**src/rtl/_rf_wr_arb_pkg.sv**
```systemverilog
// Shared types and constants for the register-file write-port arbiter.
package _rf_wr_arb_pkg;

  localparam int unsigned RF_AW = 5;
  localparam int unsigned XLEN  = 32;
  localparam int unsigned CNT_W = 3;

  // Which write-back source owns the port this cycle.
  typedef enum logic {
    SRC_ALU = 1'b0,
    SRC_LD  = 1'b1
  } src_e;

  // Arbitration priority mode.
  typedef enum logic {
    NORMAL     = 1'b0,
    LOAD_FIRST = 1'b1
  } state_e;

  // Write payload presented to the register file.
  typedef struct packed {
    logic [RF_AW-1:0] rd;
    logic [XLEN-1:0]  data;
  } wr_t;

endpackage

```
**src/rtl/_rf_wr_arb_dec32.sv**
```systemverilog
// 5-to-32 one-hot decoder used for register-file write-enable expansion.
module _dec32
  import _rf_wr_arb_pkg::*;
(
  input  logic [RF_AW-1:0] idx,
  output logic [XLEN-1:0]  onehot
);

  // Set exactly the bit selected by idx.
  always_comb begin
    onehot      = '0;
    onehot[idx] = 1'b1;
  end

endmodule

```
**src/rtl/_rf_wr_arb.sv**
```systemverilog
// Register-file write-port arbiter: ALU-priority with bounded load starvation,
// one registered write per cycle, one-hot write-enable expansion.
module _rf_wr_arb
  import _rf_wr_arb_pkg::*;
#(
  parameter int unsigned STARVE_LIM = 2
) (
  input  logic             clk,
  input  logic             rst_n,
  input  logic             alu_valid,
  input  logic [RF_AW-1:0] alu_rd,
  input  logic [XLEN-1:0]  alu_data,
  output logic             alu_ready,
  input  logic             ld_valid,
  input  logic [RF_AW-1:0] ld_rd,
  input  logic [XLEN-1:0]  ld_data,
  output logic             ld_ready,
  output logic [XLEN-1:0]  rf_we,
  output logic [RF_AW-1:0] rf_waddr,
  output logic [XLEN-1:0]  rf_wdata,
  output logic             rf_wvalid
);

  localparam logic [CNT_W-1:0] LIM = CNT_W'(STARVE_LIM);

  state_e           state;
  state_e           state_nxt;
  logic [CNT_W-1:0] starve_cnt;
  logic [CNT_W-1:0] cnt_nxt;
  src_e             src;
  logic             grant;
  wr_t              win;
  logic [XLEN-1:0]  dec_oh;

  // Grant selection, starvation counter and next-state logic.
  always_comb begin
    state_nxt = state;
    cnt_nxt   = starve_cnt;
    alu_ready = 1'b0;
    ld_ready  = 1'b0;
    src       = SRC_ALU;

    case (state)
      NORMAL: begin
        if (alu_valid)     alu_ready = 1'b1;
        else if (ld_valid) ld_ready  = 1'b1;
      end
      LOAD_FIRST: begin
        if (ld_valid)       ld_ready  = 1'b1;
        else if (alu_valid) alu_ready = 1'b1;
      end
      default: ;
    endcase

    if (ld_ready) src = SRC_LD;
    grant = alu_ready | ld_ready;

    // A load that is absent or accepted owes no wait; otherwise count up to the limit.
    if (!ld_valid || ld_ready)  cnt_nxt = '0;
    else if (starve_cnt != LIM) cnt_nxt = starve_cnt + CNT_W'(1);

    case (state)
      NORMAL:     if (cnt_nxt == LIM) state_nxt = LOAD_FIRST;
      LOAD_FIRST: if (!ld_valid || ld_ready) state_nxt = NORMAL;
      default:    state_nxt = NORMAL;
    endcase

    win.rd   = (src == SRC_LD) ? ld_rd   : alu_rd;
    win.data = (src == SRC_LD) ? ld_data : alu_data;
  end

  // FSM state and starvation counter.
  always_ff @(posedge clk or negedge rst_n) begin
    if (!rst_n) begin
      state      <= NORMAL;
      starve_cnt <= '0;
    end else begin
      state      <= state_nxt;
      starve_cnt <= cnt_nxt;
    end
  end

  // Registered write; address/data hold when nothing is granted.
  always_ff @(posedge clk or negedge rst_n) begin
    if (!rst_n) begin
      rf_wvalid <= 1'b0;
      rf_waddr  <= '0;
      rf_wdata  <= '0;
    end else begin
      rf_wvalid <= grant;
      if (grant) begin
        rf_waddr <= win.rd;
        rf_wdata <= win.data;
      end
    end
  end

  _dec32 u_dec32 (
    .idx    (rf_waddr),
    .onehot (dec_oh)
  );

  // Write enables come from registers only; x0 is never enabled.
  always_comb begin
    rf_we = '0;
    if (rf_wvalid) rf_we = dec_oh & 32'hFFFF_FFFE;
  end

endmodule
```
**config.mk**
```make
export PLATFORM = sky130hd
export DESIGN_NAME = _rf_wr_arb
export DESIGN_NICKNAME = d
export VERILOG_FILES = /design/src/rtl/_rf_wr_arb_pkg.sv /design/src/rtl/_rf_wr_arb_dec32.sv /design/src/rtl/_rf_wr_arb.sv
export SDC_FILE = /design/constraint.sdc
export NUM_CORES = 1
export LEC_CHECK = 0
export CAP_MARGIN = 20
export CORE_MARGIN = 2
export CORE_UTILIZATION = 35
export DETAILED_ROUTE_END_ITERATION = 16
export MAX_ROUTING_LAYER = met4
export PLACE_DENSITY = 0.75
export SLEW_MARGIN = 0
export SYNTH_ARGS = -nofsm -noshare
export SYNTH_HDL_FRONTEND = slang
export SYNTH_SLANG_ARGS = --single-unit
export TNS_END_PERCENT = 1
```
**constraint.sdc**
```tcl
create_clock -name clk -period 2.45 [get_ports clk]
set_input_delay 0.49 -clock clk [delete_from_list [all_inputs] [get_ports clk]]
set_output_delay 0.49 -clock clk [all_outputs]
set_load 0.02 [all_outputs]
```
# ---- Word-level counts from Yosys, hierarchy flattened
# Index checks and enable logic that the tools add are counted.
# W data, S select, Z words.
dict set report totals {
  ff_bits 42
  in_bits 78
  wordCells 32
}
dict set report classes {
  addsub 1
  n_lt_le_gt_ge 2
  eq_ne 2
  mux 17
  n_bitwise 2
  reduce_logical 3
}
# cell count
set ops {}
lappend ops {{$mux W32} 2}
lappend ops {{$mux W1} 8}
lappend ops {{$lt A5 B6 Y1 const B} 1}
lappend ops {{$mux W3} 2}
lappend ops {{$pmux W1 S2} 3}
lappend ops {{$demux W1 S5} 1}
lappend ops {{$ge A5 B1 Y1 const B} 1}
lappend ops {{$mux W5} 1}
lappend ops {{$add A3 B1 Y3 const B} 1}
lappend ops {{$eq A3 B2 Y1 const B} 1}
lappend ops {{$ne A3 B2 Y1 const B} 1}
lappend ops {{$logic_and A1 B1 Y1} 1}
lappend ops {{$logic_not A1 Y1} 1}
lappend ops {{$logic_or A1 B1 Y1} 1}
lappend ops {{$not A1 Y1} 1}
lappend ops {{$or A1 B1 Y1} 1}

# ---- Depth between registers and ports, before layout
# Gate-level depths: netlist (run 1).
dict set report logic_depth {
  ltp_word 8
  mapped_depth 5
  mapped_depth_nobuf 5
}

# ---- By module
# Synthesis (run 1) repeated with hierarchy kept, for this count alone.
dict set report unflattened {
  hier_cells 309
  hier_area_um2 2693.8
}
# module instances cells_each area_each_um2 seq_area_each_um2
set modules_own_cells {}
lappend modules_own_cells {_rf_wr_arb 1 262 2479.9 1051.0}
lappend modules_own_cells {_dec32 1 47 214.0 0.0}

# ---- Worst setup path before layout (run 1)
# No wires, ideal clock.
dict set report synth_timing {
  path_kind {reg-to-output}
  startpoint {register rf_waddr[3]}
  endpoint {output rf_we[10]}
  arrival_time_ns 1.340
  slack_ns 0.620
  path_stages_with_launch 3
  cell_sequence {dfrtp_1 -> or3b_2 -> nor2_1}
}
dict set report synth_between {
  elab_chain_len 5
  word_cells_on_any_way 6
}
# item line_no
set synth_rtl {}
lappend synth_rtl {{start: declaration} _rf_wr_arb.sv:19} ;# output logic [RF_AW-1:0] rf_waddr,
lappend synth_rtl {{start signal: assignment} _rf_wr_arb.sv:92} ;# rf_waddr <= win.rd;
lappend synth_rtl {{$lt A5 B6 Y1 (not written as such) / $ge A5 B1 Y1 (equally long branches)} _rf_wr_arb_dec32.sv:12} ;# onehot[idx] = 1'b1;
lappend synth_rtl {{$logic_and A1 B1 Y1 (not written as such)} _rf_wr_arb_dec32.sv:12}
lappend synth_rtl {{$mux W1 (not written as such)} _rf_wr_arb_dec32.sv:12}
lappend synth_rtl {{$demux W1 S5 *} -}
lappend synth_rtl {{$mux W32 *} _rf_wr_arb.sv:106} ;# if (rf_wvalid) rf_we = dec_oh & 32'hFFFF_FFFE;
lappend synth_rtl {{end: declaration} _rf_wr_arb.sv:18} ;# output logic [XLEN-1:0] rf_we,
# Mark *: on every way between the ends. The rest lies on a longest branch, timed or not.

# ---- Worst setup path in the final report (run 1)
dict set report layout_timing {
  startpoint {register rf_waddr[1]}
  endpoint {output rf_we[21]}
}
# The elaborated chain is that of the path after synthesis.

==> results of run 1 <==
-- area by class of cell --
cell class                      instances  area, µm²
Timing Repair Buffer                  155       1540
Sequential cell                        42       1050
Tap cell                               96        120
Inverter                               38        143
Fill cell                             604       2690
Clock buffer                            8        110
Multi-Input combinational cell        175       1220
-- repair_timing --
| action | CTS | global route |
|---|---|---|
| gates resized for setup | 13 | 8 |
| gates cloned | 0 | 0 |
| endpoints found under the setup margin | 13 | 8 |
-- state kept, by name, indices dropped and copies added (netlist names) --
register / cells
rf_wdata: 32
rf_waddr: 5
starve_cnt: 3
rf_wvalid: 1
state: 1
-- how the worst min path moves through the flow --
stage | startpoint | end
after global placement | rst_n | rf_wdata[28]$_DFFE_PN0P_
after detailed placement | rst_n | rf_wdata[28]$_DFFE_PN0P_
after global routing | rst_n | rf_wdata[28]$_DFFE_PN0P_
final | rst_n | rf_wdata[28]$_DFFE_PN0P_
after CTS | rst_n | rf_wdata[28]$_DFFE_PN0P_
after floorplan | rst_n | rf_waddr[0]$_DFFE_PN0P_
-- per-stage QoR --
| stage | instance area [µm²] | setup WS (ns) | utilization | std cells | hold WS, ns |
|---|---|---|---|---|---|
| floorplan | 2520 | 0.620 | - | 273 | 0.194 |
| finish | 4180 | 0.105 | 0.609 | 514 | 0.169 |
| detailed placement | 4070 | 0.198 | 0.592 | 506 | 0.485 |
| CTS | 4160 | 0.0459 | 0.606 | 514 | 0.170 |
| global placement | 4070 | 0.220 | 0.592 | 506 | 0.482 |
| global route | 4180 | 0.00343 | 0.609 | 514 | 0.176 |
-- synthesized netlist by cell type (all sizes together) (2+ instances only) --
library cell	instances
a21oi	38
buf	14
clkbuf	4
dfrtp	42
ha	2
inv	38
mux2	37
nand2	2
nand2b	2
nand3	2
nand3b	6
nor2	34
o22ai	37
or2	2
or3b	3
-- cells in the final DEF (no fill, tap or decap), types with 2 or more instances in the layout --
cell type / netlist / routed
or3b_2: 2 / 2
nor2_1: 34 / 34
buf_2: 7 / 2
or2_2: 2 / 2
nand3b_1: 6 / 6
a21oi_2: 10 / 10
dfrtp_1: 42 / 42
clkdlybuf4s50_1: 0 / 125
dlymetal6s2s_1: 0 / 8
mux2_2: 37 / 37
buf_4: 5 / 6
dlygate4sd2_1: 0 / 13
ha_1: 2 / 2
inv_1: 38 / 38
nand3_1: 2 / 2
a21oi_1: 28 / 28
nand2_1: 2 / 2
o22ai_1: 37 / 37
clkbuf_8: 0 / 8
nand2b_1: 2 / 2
-- per-layer routing --
| layer | share of wire | global-route usage | wire length (µm) |
|---|---|---|---|
| met1 | 0.42 | 0.245 | 3290 |
| met2 | 0.49 | 0.351 | 3840 |
| met3 | 0.060 | 0.0392 | 463 |
| met4 | 0.024 | 0.0675 | 184 |
| met5 | 0 | - | 0 |
-- power breakdown --
group	internal (mW)	total, mW	switching, mW
clock	0.285	0.515	0.230
combinational	0.381	0.719	0.338
sequential	0.763	0.810	0.0470
-- critical path, delay by kind of cell, from the launching register on --
family	cells	cell delay, ns
flops	1	0.42
simple gates	2	0.54
buf+inv	1	0.61
-- logic make-up (layout without fill, tap and decap cells) --
family / Yosys count / count (layout) / synth area share
and+or+nand+nor: 56 / 56 / 0.108
other: 1 / 1 / 0.00149
buffers and inverters: 56 / 201 / 0.100
muxes: 38 / 38 / 0.169
DFF: 42 / 42 / 0.417
adders and majority gates: 2 / 2 / 0.00993
AOI/OAI and AO/OA: 78 / 78 / 0.194
==> results.json, run 1 <==
{
  "synth-seq-area-share": 0.417,
  "place_congestion": 0.799,
  "rr_startpoint": "state$_DFF_PN0_",
  "dr.pass1.iters": 4,
  "boundaryPins": 150,
  "sequence_of_cells_on_the_critical_path": "nand3b_1 -> nor2_1 -> clkdlybuf4s50_1",
  "netlist_top_cells_area": "dfrtp_1 42%, mux2_2 17%, o22ai_1 9.2%",
  "cp.required_ns": 1.96,
  "die_area_um2": 7890,
  "dpl.hpwl_um": 5710,
  "area_delta_synth_final_pct": 65.9,
  "max-clock-path-buffers": 2,
  "vdd_ir_drop_max_v": 0.000232,
  "detailroute.via_count": 2531,
  "count_of_flip_flops_with_a_built_in_enable_after_synthesis": 0,
  "synth_seq_cells": 42,
  "rrSetupSlack_ns": 1.10,
  "critical_path.endpoint_type": "output port",
  "grt_pass1_vias": 2512,
  "worst_r2r_path_depth": 4,
  "clockRootBuffer": "clkbuf_8",
  "chipHeight_um": 88.9,
  "power.density_cell_area_nw_per_um2": 489,
  "cp-endpoint": "rf_we[21]",
  "path_max_fanout": 8,
  "crit_start": "rf_waddr[1]$_DFFE_PN0P_",
  "synth_largest_area_cell": "dfrtp_1",
  "start_util": 0.367,
  "slowest_delay_ns": 0.61,
  "hold_buffers": 0,
  "hold_class": "input port to asynchronous set/reset pin",
  "cp-start-kind": "flip-flop",
  "fin_crit_sh": 0.957,
  "finalSetupTns_ns": 0,
  "clock.fmax_mhz": 426,
  "final_net_count": 497,
  "detailedRoute.firstIterationViolations": 144,
  "tightest_slew_ns": 0.501,
  "total_leakage_power_nw": 1.94,
  "post_synth.cell_area_avg_um2": 9.23,
  "status": "completed",
  "critical_path_arrival_ns": 1.86,
  "worst_setup_hold_path_clk_slew_ns": 0.08,
  "synth.cell_area_um2": 2520,
  "path_class": "flip-flop to output port",
  "die_w_um": 88.9,
  "site_rows": 30,
  "tritoncts": "yes",
  "finalHoldViolCount": 0,
  "synth_top_area_frac": 0.417,
  "post_drt_via_cell_ratio": 4.92,
  "timing.max_cap.violations": 0,
  "core-area_um2": 6870,
  "drtAntennaViolNets": 0,
  "synth_nets": 353,
  "setup_violations": 0,
  "skew_ns": 0.00378,
  "numCtsBuffers": 5,
  "portBuffers": 148,
  "grt_start_max_net_pins": 43,
  "timing.rr.end": "rf_wdata[7]$_DFFE_PN0P_",
  "timing.slew.headroom": 0.666,
  "yosys_warnings": 0,
  "num_antenna_cells": 0,
  "post_synth_num_cell_types": 29,
  "count_of_final_max_slew_check_failures": 0,
  "grt-ovfl-total": 0,
  "htree_levels": 2,
  "ys.flop_type": "dfrtp_1",
  "synthArstFlopShare": 1.00,
  "clock_sinks": 42,
  "post-cts-setup-buffer-count": 0,
  "wl_per_cell_um": 15.1,
  "clock_latency_ns": 0.28,
  "route.detailed.drc": 0,
  "final_period_minus_worst_setup_slack_ns": 2.35,
  "grt_util_all_layers": 0.206,
  "drive_gt1_frac": 0.167,
  "netlist_instances": 273,
  "rsz0062_at_grt": "no",
  "grt_antenna_before_repair": 0,
  "grt_first_pass_wirelength_um": 12200,
  "total_power_mw": 2.04,
  "slowest_stage": "clkdlybuf4s50_1",
  "finalWirelength_um": 7780
}
Note: power is estimated with default switching activity, not from simulation.
==> run 2: changes to the inputs <==
CORE_UTILIZATION = 41   (was 35)
PLACE_DENSITY = 0.86   (was 0.75)
==> results.json, run 2 (synthesis results as in run 1) <==
{
  "finalWirelength_um": 7810,
  "htree_levels": 2,
  "max-clock-path-buffers": 2,
  "skew_ns": 0.00756,
  "detailedRoute.firstIterationViolations": 113,
  "dr.pass1.iters": 4,
  "tritoncts": "yes",
  "total_leakage_power_nw": 1.91,
  "power_frac_seq": 0.394,
  "clockRootBuffer": "clkbuf_8",
  "p_comb_frac": 0.349,
  "grt_util_all_layers": 0.231,
  "die_w_um": 82.4,
  "final_period_minus_worst_setup_slack_ns": 2.37,
  "site_rows": 28,
  "count_of_final_max_slew_check_failures": 0,
  "hold_class": "input port to asynchronous set/reset pin",
  "worst_setup_hold_path_clk_slew_ns": 0.09,
  "crit_start": "rf_waddr[1]$_DFFE_PN0P_",
  "clock.fmax_mhz": 422,
  "finalSetupTns_ns": 0,
  "clock_sinks": 42,
  "worst_r2r_path_depth": 4,
  "timing.max_cap.violations": 0,
  "fill_cells": 470,
  "drtAntennaViolNets": 0,
  "cp.required_ns": 1.96,
  "slowest_stage": "clkdlybuf4s50_1",
  "dpl.hpwl_um": 5870,
  "sequence_of_cells_on_the_critical_path": "nand3b_1 -> nor2_1 -> clkdlybuf4s50_1",
  "slowest_delay_ns": 0.62,
  "grt_start_max_net_pins": 38,
  "cp-start-kind": "flip-flop",
  "vdd_ir_drop_max_v": 0.000316,
  "rr_startpoint": "state$_DFF_PN0_",
  "maxUsedRoutingLayer": "met4",
  "largest_register_ff_count": 32,
  "die_area_um2": 6790,
  "p_int_mw": 1.43,
  "final_net_count": 497,
  "wl_per_cell_um": 15.8,
  "fin_crit_sh": 0.967,
  "tightest_slew_ns": 0.518,
  "met3_wirelength_um": 687,
  "grt_pass1_vias": 2481,
  "cp-endpoint": "rf_we[25]",
  "mostFrequentLayoutCell": "clkdlybuf4s50_1",
  "rrSetupSlack_ns": 1.09,
  "power_switching_share": 0.306,
  "area_delta_synth_final_pct": 64.3,
  "grt_first_pass_wirelength_um": 11600,
  "num_antenna_cells": 0,
  "drive_gt1_frac": 0.167,
  "finalHoldViolCount": 0,
  "timing.rr.end": "rf_wdata[16]$_DFFE_PN0P_",
  "numCtsBuffers": 5,
  "setup_violations": 0,
  "grt_antenna_before_repair": 0,
  "route.detailed.drc": 0,
  "power.density_cell_area_nw_per_um2": 497,
  "power_switching_mw": 0.630,
  "clkPwrFrac": 0.257,
  "detailroute.via_count": 2589,
  "place_congestion": 0.736,
  "timing.slew.headroom": 0.655,
  "reg_top3": "rf_wdata x32, rf_waddr x5, starve_cnt x3",
  "path_max_fanout": 8,
  "clock_latency_ns": 0.30,
  "post-cts-setup-buffer-count": 0,
  "most_frequent_cells_in_the_layout": "127 x clkdlybuf4s50_1, 42 x dfrtp_1, 38 x inv_1",
  "chipHeight_um": 82.4,
  "post_drt_via_cell_ratio": 5.25,
  "rsz0062_at_grt": "no",
  "hold_buffers": 0,
  "largest_register": "rf_wdata",
  "critical_path_arrival_ns": 1.88,
  "boundaryPins": 150,
  "portBuffers": 148,
  "route.layer.met1.wl_um": 2870,
  "post-route-util": 0.699,
  "grt-ovfl-total": 0,
  "start_util": 0.426,
  "status": "completed",
  "critical_path.endpoint_type": "output port",
  "routed-wl-met2_um": 4110,
  "path_class": "flip-flop to output port",
  "core-area_um2": 5920
}
==> run 2: power groups by stage <==
stage	Sequential [mW]	Combinational (mW)	Clock (mW)
final	0.811	0.718	0.529
after global routing	0.821	0.768	0.566
after CTS	0.812	0.724	0.531
after detailed placement	0.824	0.725	0
after global placement	0.819	0.710	0
after floorplan	0.906	0.274	0
==> run 2: per-stage QoR <==
stage | cell area, µm² | setup WS, ns | hold WS (ns) | total power [mW] | cells
final | 4140 | 0.0801 | 0.155 | 2.06 | 493
after global routing | 4140 | 0.0102 | 0.200 | 2.15 | 493
after CTS | 4120 | 0.0182 | 0.179 | 2.07 | 493
after detailed placement | 4030 | 0.145 | 0.499 | 1.55 | 485
after global placement | 4030 | 0.223 | 0.487 | 1.53 | 485
after floorplan | 2520 | 0.620 | 0.194 | 1.18 | 273
==> run 2: repair_timing <==
item | CTS | global route
resized for setup | 12 | 7
endpoints found under the setup margin | 12 | 7
endpoints found under the hold margin | 0 | 0
==> run 2: per-layer routing <==
metal  GRT usage  vias to the layer above
li1            -                     1229
met1       0.240                     1235
met2       0.428                      111
met3      0.0565                       14
met4      0.0650                        0
met5           -                        -
==> run 2: critical path, delay by kind of cell, from the launching register on <==
kind	cells	cell delay (ns)
flip-flops	1	0.42
buffers and inverters	1	0.62
AND/OR/NAND/NOR	2	0.54
==> run 2: layout make-up <==
class | count | area (µm²) | area share
Timing Repair Buffer | 155 | 1530 | 0.369
Multi-Input combinational cell | 175 | 1220 | 0.294
Tap cell | 75 | 93.8 | 0.0227
Sequential cell | 42 | 1050 | 0.254
Inverter | 38 | 143 | 0.0344
Clock buffer | 8 | 110 | 0.0266
==> run 2: worst min path at each step <==
stage,start,endpoint,slack [ns],cells after the start
after floorplan,rst_n,rf_waddr[0]$_DFFE_PN0P_,0.19,0
after global placement,rst_n,rf_wdata[28]$_DFFE_PN0P_,0.49,1
after detailed placement,rst_n,rf_wdata[28]$_DFFE_PN0P_,0.50,1
after CTS,rst_n,rf_wdata[22]$_DFFE_PN0P_,0.18,1
after global routing,rst_n,rf_wdata[22]$_DFFE_PN0P_,0.20,1
final,rst_n,rf_wdata[16]$_DFFE_PN0P_,0.15,1
==> run 3: changes to the inputs <==
CORE_MARGIN = 8   (was 2)
TNS_END_PERCENT = 30   (was 1)
==> results.json, run 3 (synthesis results as in run 1) <==
{
  "num_antenna_cells": 0,
  "finalWirelength_um": 8650,
  "status": "completed",
  "path_class": "flip-flop to output port",
  "hold_buffers": 0,
  "finalSetupTns_ns": 0,
  "portBuffers": 148,
  "final_period_minus_worst_setup_slack_ns": 2.34,
  "number_of_placed_instances_taps_included": 487,
  "cp.required_ns": 1.96,
  "detailedRoute.firstIterationViolations": 86,
  "worst_path_dominant_cell_family": "buffers and inverters",
  "start_util": 0.426,
  "numCtsBuffers": 5,
  "slowest_delay_ns": 0.61,
  "dr.pass1.iters": 4,
  "clockRootBuffer": "clkbuf_8",
  "grt-ovfl-total": 0,
  "wl_per_cell_um": 17.5,
  "clock_sinks": 42,
  "final_net_count": 500,
  "total_leakage_power_nw": 1.95,
  "drive_gt1_frac": 0.171,
  "drtAntennaViolNets": 0,
  "pre_cts_slack_ns": 0.187,
  "die_area_um2": 8910,
  "finalHoldViolCount": 0,
  "multi_input_area_um2": 1220,
  "path_max_fanout": 8,
  "die_w_um": 94.4,
  "area_delta_synth_final_pct": 64.2,
  "final_cell_count_no_fill": 495,
  "tritoncts": "yes",
  "route.detailed.drc": 0,
  "core-area_um2": 5920,
  "critical_path_arrival_ns": 1.85,
  "largest_register": "rf_wdata",
  "post_drt_via_cell_ratio": 5.13,
  "cp-start-kind": "flip-flop",
  "place_congestion": 0.850,
  "fill_cells": 476,
  "largest_register_ff_count": 32,
  "htree_levels": 2,
  "area.sequential_um2": 1050,
  "dpl.hpwl_um": 6650,
  "setup_violations": 0,
  "rsz0062_at_grt": "no",
  "slowest_stage": "clkdlybuf4s50_1",
  "mostFrequentLayoutCell": "clkdlybuf4s50_1",
  "detailroute.via_count": 2537,
  "most_frequent_cells_in_the_layout": "124 x clkdlybuf4s50_1, 42 x dfrtp_1, 38 x inv_1",
  "count_of_final_max_slew_check_failures": 0,
  "cp_num_buf_inv": 1,
  "grt_util_all_layers": 0.187,
  "vdd_ir_drop_max_v": 0.000320,
  "clock.fmax_mhz": 427,
  "tightest_slew_ns": 0.557,
  "sequence_of_cells_on_the_critical_path": "nand3b_1 -> nor2_1 -> clkdlybuf4s50_1",
  "total_power_mw": 1.96,
  "chipHeight_um": 94.4,
  "grt_antenna_before_repair": 0,
  "max-clock-path-buffers": 2,
  "power.density_cell_area_nw_per_um2": 474,
  "grt_pass1_vias": 2505,
  "fin_ws_ns": 0.107,
  "hold_slack_ns": 0.181,
  "boundaryPins": 150,
  "timing.slew.headroom": 0.629,
  "critical_path.endpoint_type": "output port",
  "timing.max_cap.violations": 0,
  "fin_crit_sh": 0.956,
  "hold_class": "input port to asynchronous set/reset pin",
  "clock_latency_ns": 0.29,
  "worst_setup_hold_path_clk_slew_ns": 0.08,
  "reg_top3": "rf_wdata x32, rf_waddr x5, starve_cnt x3",
  "grt_first_pass_wirelength_um": 13000,
  "skew_ns": 0.00976,
  "site_rows": 28,
  "grt_start_max_net_pins": 38
}
-- run 3: cell types whose count changed in the layout (fill, tap and decap cells not counted) --
| cell | before | now |
|---|---|---|
| clkbuf_8 | 8 | 5 |
| dlymetal6s2s_1 | 7 | 9 |
| clkdlybuf4s50_1 | 127 | 124 |
| buf_4 | 7 | 10 |
| dlygate4sd2_1 | 12 | 13 |
| clkinv_2 | 0 | 2 |
-- run 3: timing repair --
| item | in CTS | in global routing |
|---|---|---|
| setup buffers | 0 | 1 |
| setup endpoints to repair | 13 | 13 |
| endpoints found under the hold margin | 0 | 0 |
| gates resized for setup | 13 | 9 |
-- run 3: routing by layer --
metal,vias up,part of all wire,GRT usage
li1,1234,-,-
met1,1195,0.42,0.230
met2,102,0.49,0.306
met3,6,0.087,0.0468
met4,0,0.0053,0.0317
met5,-,0,-
-- run 3: path summary, 6_finish.rpt --
| path | from | end | slack [ns] | cells after the start |
|---|---|---|---|---|
| worst max-delay path | rf_waddr[0]$_DFFE_PN0P_ | rf_we[6] | 0.11 | 3 |
| worst min-delay path | rst_n | rf_wdata[18]$_DFFE_PN0P_ | 0.18 | 1 |
| worst max register to register | state$_DFF_PN0_ | rf_waddr[4]$_DFFE_PN0P_ | 1.08 | 4 |
| worst min register to register | starve_cnt[0]$_DFF_PN0_ | starve_cnt[0]$_DFF_PN0_ | 0.62 | 3 |
| max in group asynchronous | rst_n | rf_wdata[0]$_DFFE_PN0P_ | 1.69 | 2 |
| min in group clk | starve_cnt[0]$_DFF_PN0_ | starve_cnt[0]$_DFF_PN0_ | 0.62 | 3 |
-- run 3: metrics by stage --
stage                      util  instance area, µm²
after global placement    0.683                4040
after CTS                 0.694                4110
after detailed placement  0.683                4040
after floorplan               -                2520
final                     0.699                4140
after global routing      0.699                4140
-- run 3: cell type report --
type | count | area share
Timing Repair Buffer | 158 | 0.375
Multi-Input combinational cell | 175 | 0.294
Sequential cell | 42 | 0.254
Inverter | 38 | 0.0345
Tap cell | 75 | 0.0227
Clock buffer | 5 | 0.0166
Clock inverter | 2 | 0.00242
-- run 3: worst register-to-register path, delay by kind of cell (launching register included) --
family / cells / cell delay [ns]
compound gates: 1 / 0.18
flops: 1 / 0.37
buf+inv: 1 / 0.40
simple gates: 2 / 0.29
-- run 3: power breakdown --
group	total [mW]	leakage (nW)	internal, mW	switching (mW)
logic	0.730	1.41	0.383	0.347
clock network	0.422	0.0438	0.192	0.231
registers	0.810	0.498	0.763	0.0470
